## src/rtl/axi_lite_pkg.sv

```systemverilog
// Shared types and constants for the AXI4-Lite master bridge and its interface.
package axi_lite_pkg;

    localparam int AXI_ADDR_W = 32;
    localparam int AXI_DATA_W = 32;

    localparam logic [1:0] RESP_OKAY   = 2'b00;
    localparam logic [1:0] RESP_EXOKAY = 2'b01;
    localparam logic [1:0] RESP_SLVERR = 2'b10;
    localparam logic [1:0] RESP_DECERR = 2'b11;

    typedef enum logic [2:0] {
        ST_IDLE,
        ST_RD_ADDR,
        ST_RD_DATA,
        ST_WR_REQ,
        ST_WR_RESP,
        ST_RSP
    } state_e;

    // Anything other than OKAY is reported to the core as an error.
    function automatic logic resp_is_err(input logic [1:0] resp);
        return resp != RESP_OKAY;
    endfunction

endpackage

```

## src/rtl/axi_if.sv

```systemverilog
// AXI4-Lite channel bundle (ar/r/aw/w/b) with master and slave views.
interface axi_if #(
    parameter int ADDR_W = 32,
    parameter int DATA_W = 32
);
    logic              arvalid;
    logic              arready;
    logic [ADDR_W-1:0] araddr;

    logic              rvalid;
    logic              rready;
    logic [DATA_W-1:0] rdata;
    logic [1:0]        rresp;

    logic              awvalid;
    logic              awready;
    logic [ADDR_W-1:0] awaddr;

    logic                wvalid;
    logic                wready;
    logic [DATA_W-1:0]   wdata;
    logic [DATA_W/8-1:0] wstrb;

    logic       bvalid;
    logic       bready;
    logic [1:0] bresp;

    modport master (
        output arvalid, araddr, rready, awvalid, awaddr, wvalid, wdata, wstrb, bready,
        input  arready, rvalid, rdata, rresp, awready, wready, bvalid, bresp
    );

    modport slave (
        input  arvalid, araddr, rready, awvalid, awaddr, wvalid, wdata, wstrb, bready,
        output arready, rvalid, rdata, rresp, awready, wready, bvalid, bresp
    );
endinterface

```

## src/rtl/axi_lite_master_bridge.sv

```systemverilog
// AXI4-Lite master: turns one core load/store request into one AXI read or
// write transaction and holds the result on the response port until taken.
// Optional watchdog: define AXI_MASTER_TIMEOUT_EN to abort stuck transactions
// after TIMEOUT_CYCLES with an error response.
module axi_lite_master_bridge
    import axi_lite_pkg::*;
#(
    parameter int ADDR_W         = AXI_ADDR_W,
    parameter int DATA_W         = AXI_DATA_W,
    parameter int TIMEOUT_CYCLES = 255
) (
    input  logic                clk,
    input  logic                rst,
    input  logic                req_valid,
    output logic                req_ready,
    input  logic                req_wen,
    input  logic [ADDR_W-1:0]   req_addr,
    input  logic [DATA_W-1:0]   req_wdata,
    input  logic [DATA_W/8-1:0] req_wstrb,
    output logic                rsp_valid,
    input  logic                rsp_ready,
    output logic [DATA_W-1:0]   rsp_rdata,
    output logic                rsp_err,
    axi_if.master               axi
);

    // Configuration sanity checks at elaboration.
    if (TIMEOUT_CYCLES < 1) begin : g_bad_timeout
        $error("TIMEOUT_CYCLES must be at least 1");
    end
    if ((DATA_W % 8) != 0) begin : g_bad_data_w
        $error("DATA_W must be a multiple of 8");
    end

    state_e              state_q;
    logic [ADDR_W-1:0]   addr_q;
    logic [DATA_W-1:0]   wdata_q;
    logic [DATA_W/8-1:0] wstrb_q;

    logic arvalid_q, rready_q;
    logic awvalid_q, wvalid_q, bready_q;
    logic aw_done_q, w_done_q;

    logic              rsp_valid_q;
    logic [DATA_W-1:0] rsp_rdata_q;
    logic              rsp_err_q;

    logic aw_hs, w_hs;
    logic aw_done_d, w_done_d;

`ifdef AXI_MASTER_TIMEOUT_EN
    localparam int CNT_W = ($clog2(TIMEOUT_CYCLES + 1) > 8) ? $clog2(TIMEOUT_CYCLES + 1) : 8;
    // Value seen in the cycle whose increment reaches TIMEOUT_CYCLES.
    localparam logic [CNT_W-1:0] TMO_LAST = CNT_W'(TIMEOUT_CYCLES - 1);

    logic [CNT_W-1:0] cnt_q;
    logic             busy;
    logic             tmo;
`endif

    // Write-channel handshakes and the completion flags including this cycle.
    always_comb begin
        aw_hs     = awvalid_q & axi.awready;
        w_hs      = wvalid_q & axi.wready;
        aw_done_d = aw_done_q | aw_hs;
        w_done_d  = w_done_q | w_hs;
    end

`ifdef AXI_MASTER_TIMEOUT_EN
    // Watchdog fires while a transaction is outstanding on the bus.
    always_comb begin
        busy = (state_q == ST_RD_ADDR) || (state_q == ST_RD_DATA) ||
               (state_q == ST_WR_REQ)  || (state_q == ST_WR_RESP);
        tmo  = busy && (cnt_q == TMO_LAST);
    end
`endif

    // Main FSM with registered AXI and response outputs.
    always_ff @(posedge clk) begin
        if (rst) begin
            state_q     <= ST_IDLE;
            addr_q      <= '0;
            wdata_q     <= '0;
            wstrb_q     <= '0;
            arvalid_q   <= 1'b0;
            rready_q    <= 1'b0;
            awvalid_q   <= 1'b0;
            wvalid_q    <= 1'b0;
            bready_q    <= 1'b0;
            aw_done_q   <= 1'b0;
            w_done_q    <= 1'b0;
            rsp_valid_q <= 1'b0;
            rsp_rdata_q <= '0;
            rsp_err_q   <= 1'b0;
`ifdef AXI_MASTER_TIMEOUT_EN
            cnt_q       <= '0;
`endif
        end else begin
            case (state_q)
                ST_IDLE: begin
                    // req_ready is high in IDLE, so req_valid alone accepts.
                    if (req_valid) begin
                        addr_q    <= req_addr;
                        wdata_q   <= req_wdata;
                        wstrb_q   <= req_wstrb;
                        aw_done_q <= 1'b0;
                        w_done_q  <= 1'b0;
                        if (req_wen) begin
                            awvalid_q <= 1'b1;
                            wvalid_q  <= 1'b1;
                            state_q   <= ST_WR_REQ;
                        end else begin
                            arvalid_q <= 1'b1;
                            state_q   <= ST_RD_ADDR;
                        end
                    end
                end
                ST_RD_ADDR: begin
                    if (axi.arready) begin
                        arvalid_q <= 1'b0;
                        rready_q  <= 1'b1;
                        state_q   <= ST_RD_DATA;
                    end
                end
                ST_RD_DATA: begin
                    if (axi.rvalid) begin
                        rready_q    <= 1'b0;
                        rsp_rdata_q <= axi.rdata;
                        rsp_err_q   <= resp_is_err(axi.rresp);
                        rsp_valid_q <= 1'b1;
                        state_q     <= ST_RSP;
                    end
                end
                ST_WR_REQ: begin
                    // aw and w complete independently; each valid drops after its own beat.
                    if (aw_hs) awvalid_q <= 1'b0;
                    if (w_hs)  wvalid_q  <= 1'b0;
                    aw_done_q <= aw_done_d;
                    w_done_q  <= w_done_d;
                    if (aw_done_d && w_done_d) begin
                        bready_q <= 1'b1;
                        state_q  <= ST_WR_RESP;
                    end
                end
                ST_WR_RESP: begin
                    if (axi.bvalid) begin
                        bready_q    <= 1'b0;
                        rsp_rdata_q <= '0;
                        rsp_err_q   <= resp_is_err(axi.bresp);
                        rsp_valid_q <= 1'b1;
                        state_q     <= ST_RSP;
                    end
                end
                ST_RSP: begin
                    if (rsp_ready) begin
                        rsp_valid_q <= 1'b0;
                        state_q     <= ST_IDLE;
                    end
                end
                default: state_q <= ST_IDLE;
            endcase

`ifdef AXI_MASTER_TIMEOUT_EN
            // Debug watchdog: abandons the bus mid-handshake and reports an error.
            if (state_q == ST_IDLE) begin
                cnt_q <= '0;
            end else if (busy) begin
                cnt_q <= cnt_q + 1'b1;
            end
            if (tmo) begin
                arvalid_q   <= 1'b0;
                rready_q    <= 1'b0;
                awvalid_q   <= 1'b0;
                wvalid_q    <= 1'b0;
                bready_q    <= 1'b0;
                rsp_rdata_q <= '0;
                rsp_err_q   <= 1'b1;
                rsp_valid_q <= 1'b1;
                state_q     <= ST_RSP;
            end
`endif
        end
    end

    assign req_ready = (state_q == ST_IDLE) && !rst;
    assign rsp_valid = rsp_valid_q;
    assign rsp_rdata = rsp_rdata_q;
    assign rsp_err   = rsp_err_q;

    assign axi.arvalid = arvalid_q;
    assign axi.araddr  = addr_q;
    assign axi.rready  = rready_q;
    assign axi.awvalid = awvalid_q;
    assign axi.awaddr  = addr_q;
    assign axi.wvalid  = wvalid_q;
    assign axi.wdata   = wdata_q;
    assign axi.wstrb   = wstrb_q;
    assign axi.bready  = bready_q;

endmodule

```

## src/flat_wrapper.sv

```systemverilog
// flat-port wrapper written by rule: the top's interface ports become plain ports
module axi_lite_master_bridge_flat import axi_lite_pkg::*;
#(
    parameter int ADDR_W         = AXI_ADDR_W,
    parameter int DATA_W         = AXI_DATA_W,
    parameter int TIMEOUT_CYCLES = 255
)
  (clk, rst, req_valid, req_ready, req_wen, req_addr, req_wdata, req_wstrb, rsp_valid, rsp_ready, rsp_rdata, rsp_err, axi_arvalid, axi_araddr, axi_rready, axi_awvalid, axi_awaddr, axi_wvalid, axi_wdata, axi_wstrb, axi_bready, axi_arready, axi_rvalid, axi_rdata, axi_rresp, axi_awready, axi_wready, axi_bvalid, axi_bresp);
  axi_if #(.ADDR_W(ADDR_W), .DATA_W(DATA_W)) axi_i ();
  input  logic clk;
  input  logic rst;
  input  logic req_valid;
  output logic req_ready;
  input  logic req_wen;
  input  logic [ADDR_W-1:0] req_addr;
  input  logic [DATA_W-1:0] req_wdata;
  input  logic [DATA_W/8-1:0] req_wstrb;
  output logic rsp_valid;
  input  logic rsp_ready;
  output logic [DATA_W-1:0] rsp_rdata;
  output logic rsp_err;
  output wire logic [$bits(axi_i.arvalid)-1:0] axi_arvalid;
  output wire logic [$bits(axi_i.araddr)-1:0] axi_araddr;
  output wire logic [$bits(axi_i.rready)-1:0] axi_rready;
  output wire logic [$bits(axi_i.awvalid)-1:0] axi_awvalid;
  output wire logic [$bits(axi_i.awaddr)-1:0] axi_awaddr;
  output wire logic [$bits(axi_i.wvalid)-1:0] axi_wvalid;
  output wire logic [$bits(axi_i.wdata)-1:0] axi_wdata;
  output wire logic [$bits(axi_i.wstrb)-1:0] axi_wstrb;
  output wire logic [$bits(axi_i.bready)-1:0] axi_bready;
  input wire logic [$bits(axi_i.arready)-1:0] axi_arready;
  input wire logic [$bits(axi_i.rvalid)-1:0] axi_rvalid;
  input wire logic [$bits(axi_i.rdata)-1:0] axi_rdata;
  input wire logic [$bits(axi_i.rresp)-1:0] axi_rresp;
  input wire logic [$bits(axi_i.awready)-1:0] axi_awready;
  input wire logic [$bits(axi_i.wready)-1:0] axi_wready;
  input wire logic [$bits(axi_i.bvalid)-1:0] axi_bvalid;
  input wire logic [$bits(axi_i.bresp)-1:0] axi_bresp;
  assign axi_arvalid = axi_i.arvalid;
  assign axi_araddr = axi_i.araddr;
  assign axi_rready = axi_i.rready;
  assign axi_awvalid = axi_i.awvalid;
  assign axi_awaddr = axi_i.awaddr;
  assign axi_wvalid = axi_i.wvalid;
  assign axi_wdata = axi_i.wdata;
  assign axi_wstrb = axi_i.wstrb;
  assign axi_bready = axi_i.bready;
  assign axi_i.arready = axi_arready;
  assign axi_i.rvalid = axi_rvalid;
  assign axi_i.rdata = axi_rdata;
  assign axi_i.rresp = axi_rresp;
  assign axi_i.awready = axi_awready;
  assign axi_i.wready = axi_wready;
  assign axi_i.bvalid = axi_bvalid;
  assign axi_i.bresp = axi_bresp;
  axi_lite_master_bridge #(.ADDR_W(ADDR_W), .DATA_W(DATA_W), .TIMEOUT_CYCLES(TIMEOUT_CYCLES)) u_core (.clk(clk), .rst(rst), .req_valid(req_valid), .req_ready(req_ready), .req_wen(req_wen), .req_addr(req_addr), .req_wdata(req_wdata), .req_wstrb(req_wstrb), .rsp_valid(rsp_valid), .rsp_ready(rsp_ready), .rsp_rdata(rsp_rdata), .rsp_err(rsp_err), .axi(axi_i));
endmodule
```

## config.mk

```make
export PLATFORM = sky130hd
export DESIGN_NAME = axi_lite_master_bridge_flat
export DESIGN_NICKNAME = d
export VERILOG_FILES = /design/src/rtl/axi_lite_pkg.sv /design/src/rtl/axi_if.sv /design/src/rtl/axi_lite_master_bridge.sv /design/src/flat_wrapper.sv
export SDC_FILE = /design/constraint.sdc
export NUM_CORES = 1
export LEC_CHECK = 0
export ABC_AREA = 1
export ABC_CLOCK_PERIOD_IN_PS = 1600
export CAP_MARGIN = 30
export CELL_PAD_IN_SITES_DETAIL_PLACEMENT = 1
export CELL_PAD_IN_SITES_GLOBAL_PLACEMENT = 1
export CORE_UTILIZATION = 24
export DETAILED_ROUTE_END_ITERATION = 10
export HOLD_SLACK_MARGIN = 0.08
export PLACE_DENSITY = 0.89
export SETUP_SLACK_MARGIN = 0.4
export SYNTH_ARGS = -nofsm -noshare
export SYNTH_HDL_FRONTEND = slang
export SYNTH_SLANG_ARGS = --single-unit
export TNS_END_PERCENT = 10
```

## constraint.sdc

```tcl
create_clock -name clk -period 1.6 [get_ports clk]
set_clock_uncertainty 0.2 [all_clocks]
set_input_delay 0.32 -clock clk [delete_from_list [all_inputs] [get_ports clk]]
set_output_delay 0.32 -clock clk [all_outputs]
set_load 0.03 [all_outputs]
```

==> flow_metrics.tcl <==
set metrics [dict create \
    status "finished with violations" \
    violations "DRC, setup timing" \
    place_congestion 0.7695 \
    wl_mm 19.16 \
    drive_gt1_share_pct 35.42 \
    finalHoldViolCount 0 \
    n_antenna_cell 0 \
    die_h_um 138.8 \
    synth_area_um2 4493 \
    grt_overflow 0 \
    wirelength_met1_mm 7.397 \
    min_period_ns 1.843 \
    drc 12 \
    via_count 5071 \
    power.density_nw_per_um2 1782 \
    synthesis.nets 695 \
    ios 254 \
    insertion_delay_ns 0.35 \
    max-clock-path-buffers 2 \
    cts-root-buf "clkbuf_16" \
    slew_violations 0 \
    hold_slack_ns 0.2530 \
    yosysWarnings 0 \
    grt_setup_unrepaired "yes" \
    worst_pin_slew_ns 0.3884 \
    core_area_um2 18150 \
    cts_tree "done" \
    h-tree-depth 3 \
    synthCells 581 \
    ant_nets 0 \
    n_fill_cell 2085 \
    grt_pass1_wl_mm 27.05 \
    setup_slack_ns -0.2430 \
    met3_length_um 997 \
    leakagePower_nw 3.335 \
    wire_per_inst_um 18.10 \
    numCtsBuffers 9 \
    drtPass1Iterations 7 \
    grt_max_degree 71 \
    syn_avg_cell_area_um2 7.733 \
    port-buffer-count 253 \
    synth_seq_area_share_pct 49.90 \
    dp_hpwl_mm 12.21 \
    ys_seq_elements 112 \
    vdd_drop_max_mv 0.7183 \
    power_w 0.01470 \
    yosysUniqueCellTypes 21 \
    die_w_um 138.8 \
    crit_path_max_fanout 8 \
    syn2layout_area_growth_pct 83.60 \
    dp.cells 1017 \
    grt_usage_pct 17.72 \
    clkSinkCount 112 \
    start_util_pct 24.76 \
    required_ns 1.63 \
    die_area_um2 19270 \
    slew_headroom_pct 74.10 \
    endpoint_kind "flip-flop" \
    hold_path.class "input pin to flip-flop" \
    post-route-period-util_pct 115.2 \
    instances_no_fill 1059 \
    drt-vias-per-instance 4.788 \
    grt_pass1_vias 5051 \
    drtIter0Drc 233 \
    dp_slack_ns -0.3629 \
    rows 49 \
    maxCapViolCount 0 \
    path_clk_slew_ns 0.08 \
    crit_arrival_ns 1.87 \
    met2_length_mm 9.896 \
    fmax_mhz 542.6 \
    dr.max_layer_used "met4" \
    final_net_count 939 \
    finalSetupViolCount 109 \
    critical_path.startpoint_type "flip-flop" \
    criticalPathCategory "flip-flop to flip-flop" \
    grt_antenna_before_repair 0 \
]
==> worst max-delay path, cell delays in order (launching register included) <==
cell and delay (ns):
dfxtp_4 0.36, buf_4 0.14, nor2_4 0.15, nand2_2 0.09
nand2_4 0.08, inv_4 0.05, nor2_8 0.11, buf_12 0.16
buf_8 0.12, clkinv_8 0.08, nand2_1 0.10, a21oi_1 0.08
==> final timing paths <==
| check | from | to | slack, ns | cells after the start |
|---|---|---|---|---|
| setup reg to reg | u_core.state_q[0] | u_core.rsp_rdata[16] | -0.24 | 11 |
| setup / recovery | u_core.state_q[0] | u_core.rsp_rdata[16] | -0.24 | 11 |
| hold reg to reg | u_core.axi.arvalid | u_core.axi.arvalid | 0.26 | 2 |
| hold / removal | req_valid | u_core.axi.wdata[5] | 0.25 | 4 |
==> registers in the layout, summed over array words and instances (netlist names) <==
signal and cells:
u_core.rsp_valid 1, u_core.rsp_err 1, u_core.rsp_rdata 32, u_core.axi.araddr 32
u_core.axi.awvalid 1, u_core.state_q 3, u_core.axi.bready 1, u_core.axi.wstrb 4
u_core.w_done_q 1, u_core.aw_done_q 1, u_core.axi.wvalid 1, u_core.axi.wdata 32
u_core.axi.rready 1, u_core.axi.arvalid 1
==> synth_stat cells <==
master	n	area share, %
nand2_1	122	10
dfxtp_1	112	50
a21oi_1	110	12
nand3_1	105	12
buf_4	38	6.3
clkbuf_1	28	2.3
nor2_1	17	1.4
inv_1	15	1.3
buf_2	11	1.2
o21ai_0	9	1.0
inv_2	2	0.17
nand2_2	2	0.28
nand3b_1	2	0.33
buf_1	1	0.083
clkinv_1	1	0.083
nor2_2	1	0.14
nor2_8	1	0.45
nor3_1	1	0.11
nor3_4	1	0.36
o2111ai_1	1	0.19
o21a_1	1	0.17
==> power by group <==
group          leakage (nW)  total (W)  switching [W]  internal [W]
sequential            0.928    0.00410       0.000601       0.00350
clock                 0.126    0.00213        0.00108       0.00106
combinational          2.28    0.00846        0.00468       0.00378
==> kinds of logic (layout without fill, tap and decap cells) <==
kind of cell           Yosys count  in the layout  synth area share, %
and+or+nand+nor                252            252                24.98
buffers and inverters           96            345                11.50
DFF                            112            112                49.90
AOI/OAI and AO/OA              121            121                13.62
==> per-stage QoR <==
step                setup TNS (ns)  area (um2)  utilization [%]
CTS                         -2.781        7731            42.60
floorplan                        0        4578                -
global route                -18.25        8249            45.46
detailed placement          -28.57        7370            40.61
finish                      -11.04        8249            45.46
global placement            -23.93        7370            40.61
==> placed cells by master (no fill, tap or decap), drive strengths merged <==
cell type        n
a21oi          110
buf            192
clkbuf          16
clkdlybuf4s50  111
clkinv           6
clkinvlp         2
dfxtp          112
inv             18
nand2          124
nand3          105
nand3b           2
nor2            19
nor3             2
o2111ai          1
o21a             1
o21ai            9
==> metal layers <==
layer	GRT usage, %	vias to the layer above
met4	10.70	0
met5	0	-
li1	-	2387
met1	19.77	2461
met3	3.660	53
met2	31.05	170
==> what timing repair did <==
| action | in CTS | in global routing |
|---|---|---|
| gates cloned | 0 | 7 |
| setup endpoints to repair | 252 | 252 |
| pin swaps | 4 | 15 |
| gates resized for setup | 779 | 119 |
| buffers inserted | 8 | 11 |
| hold buffers | 0 | 0 |
==> area by class of cell <==
| cell class | count | area, um2 | area share, % |
|---|---|---|---|
| clock buffers | 11 | 232.7 | 2.821 |
| multi-input cells | 373 | 1986 | 24.07 |
| repair buffers | 308 | 3268 | 39.62 |
| clock inverters | 5 | 33.78 | 0.4095 |
| repair inverters | 3 | 47.55 | 0.5764 |
| well taps | 229 | 286.5 | 3.473 |
| inverters | 18 | 96.34 | 1.168 |
| flip-flops and latches | 112 | 2298 | 27.86 |
Power figures use the tool's default switching activity.
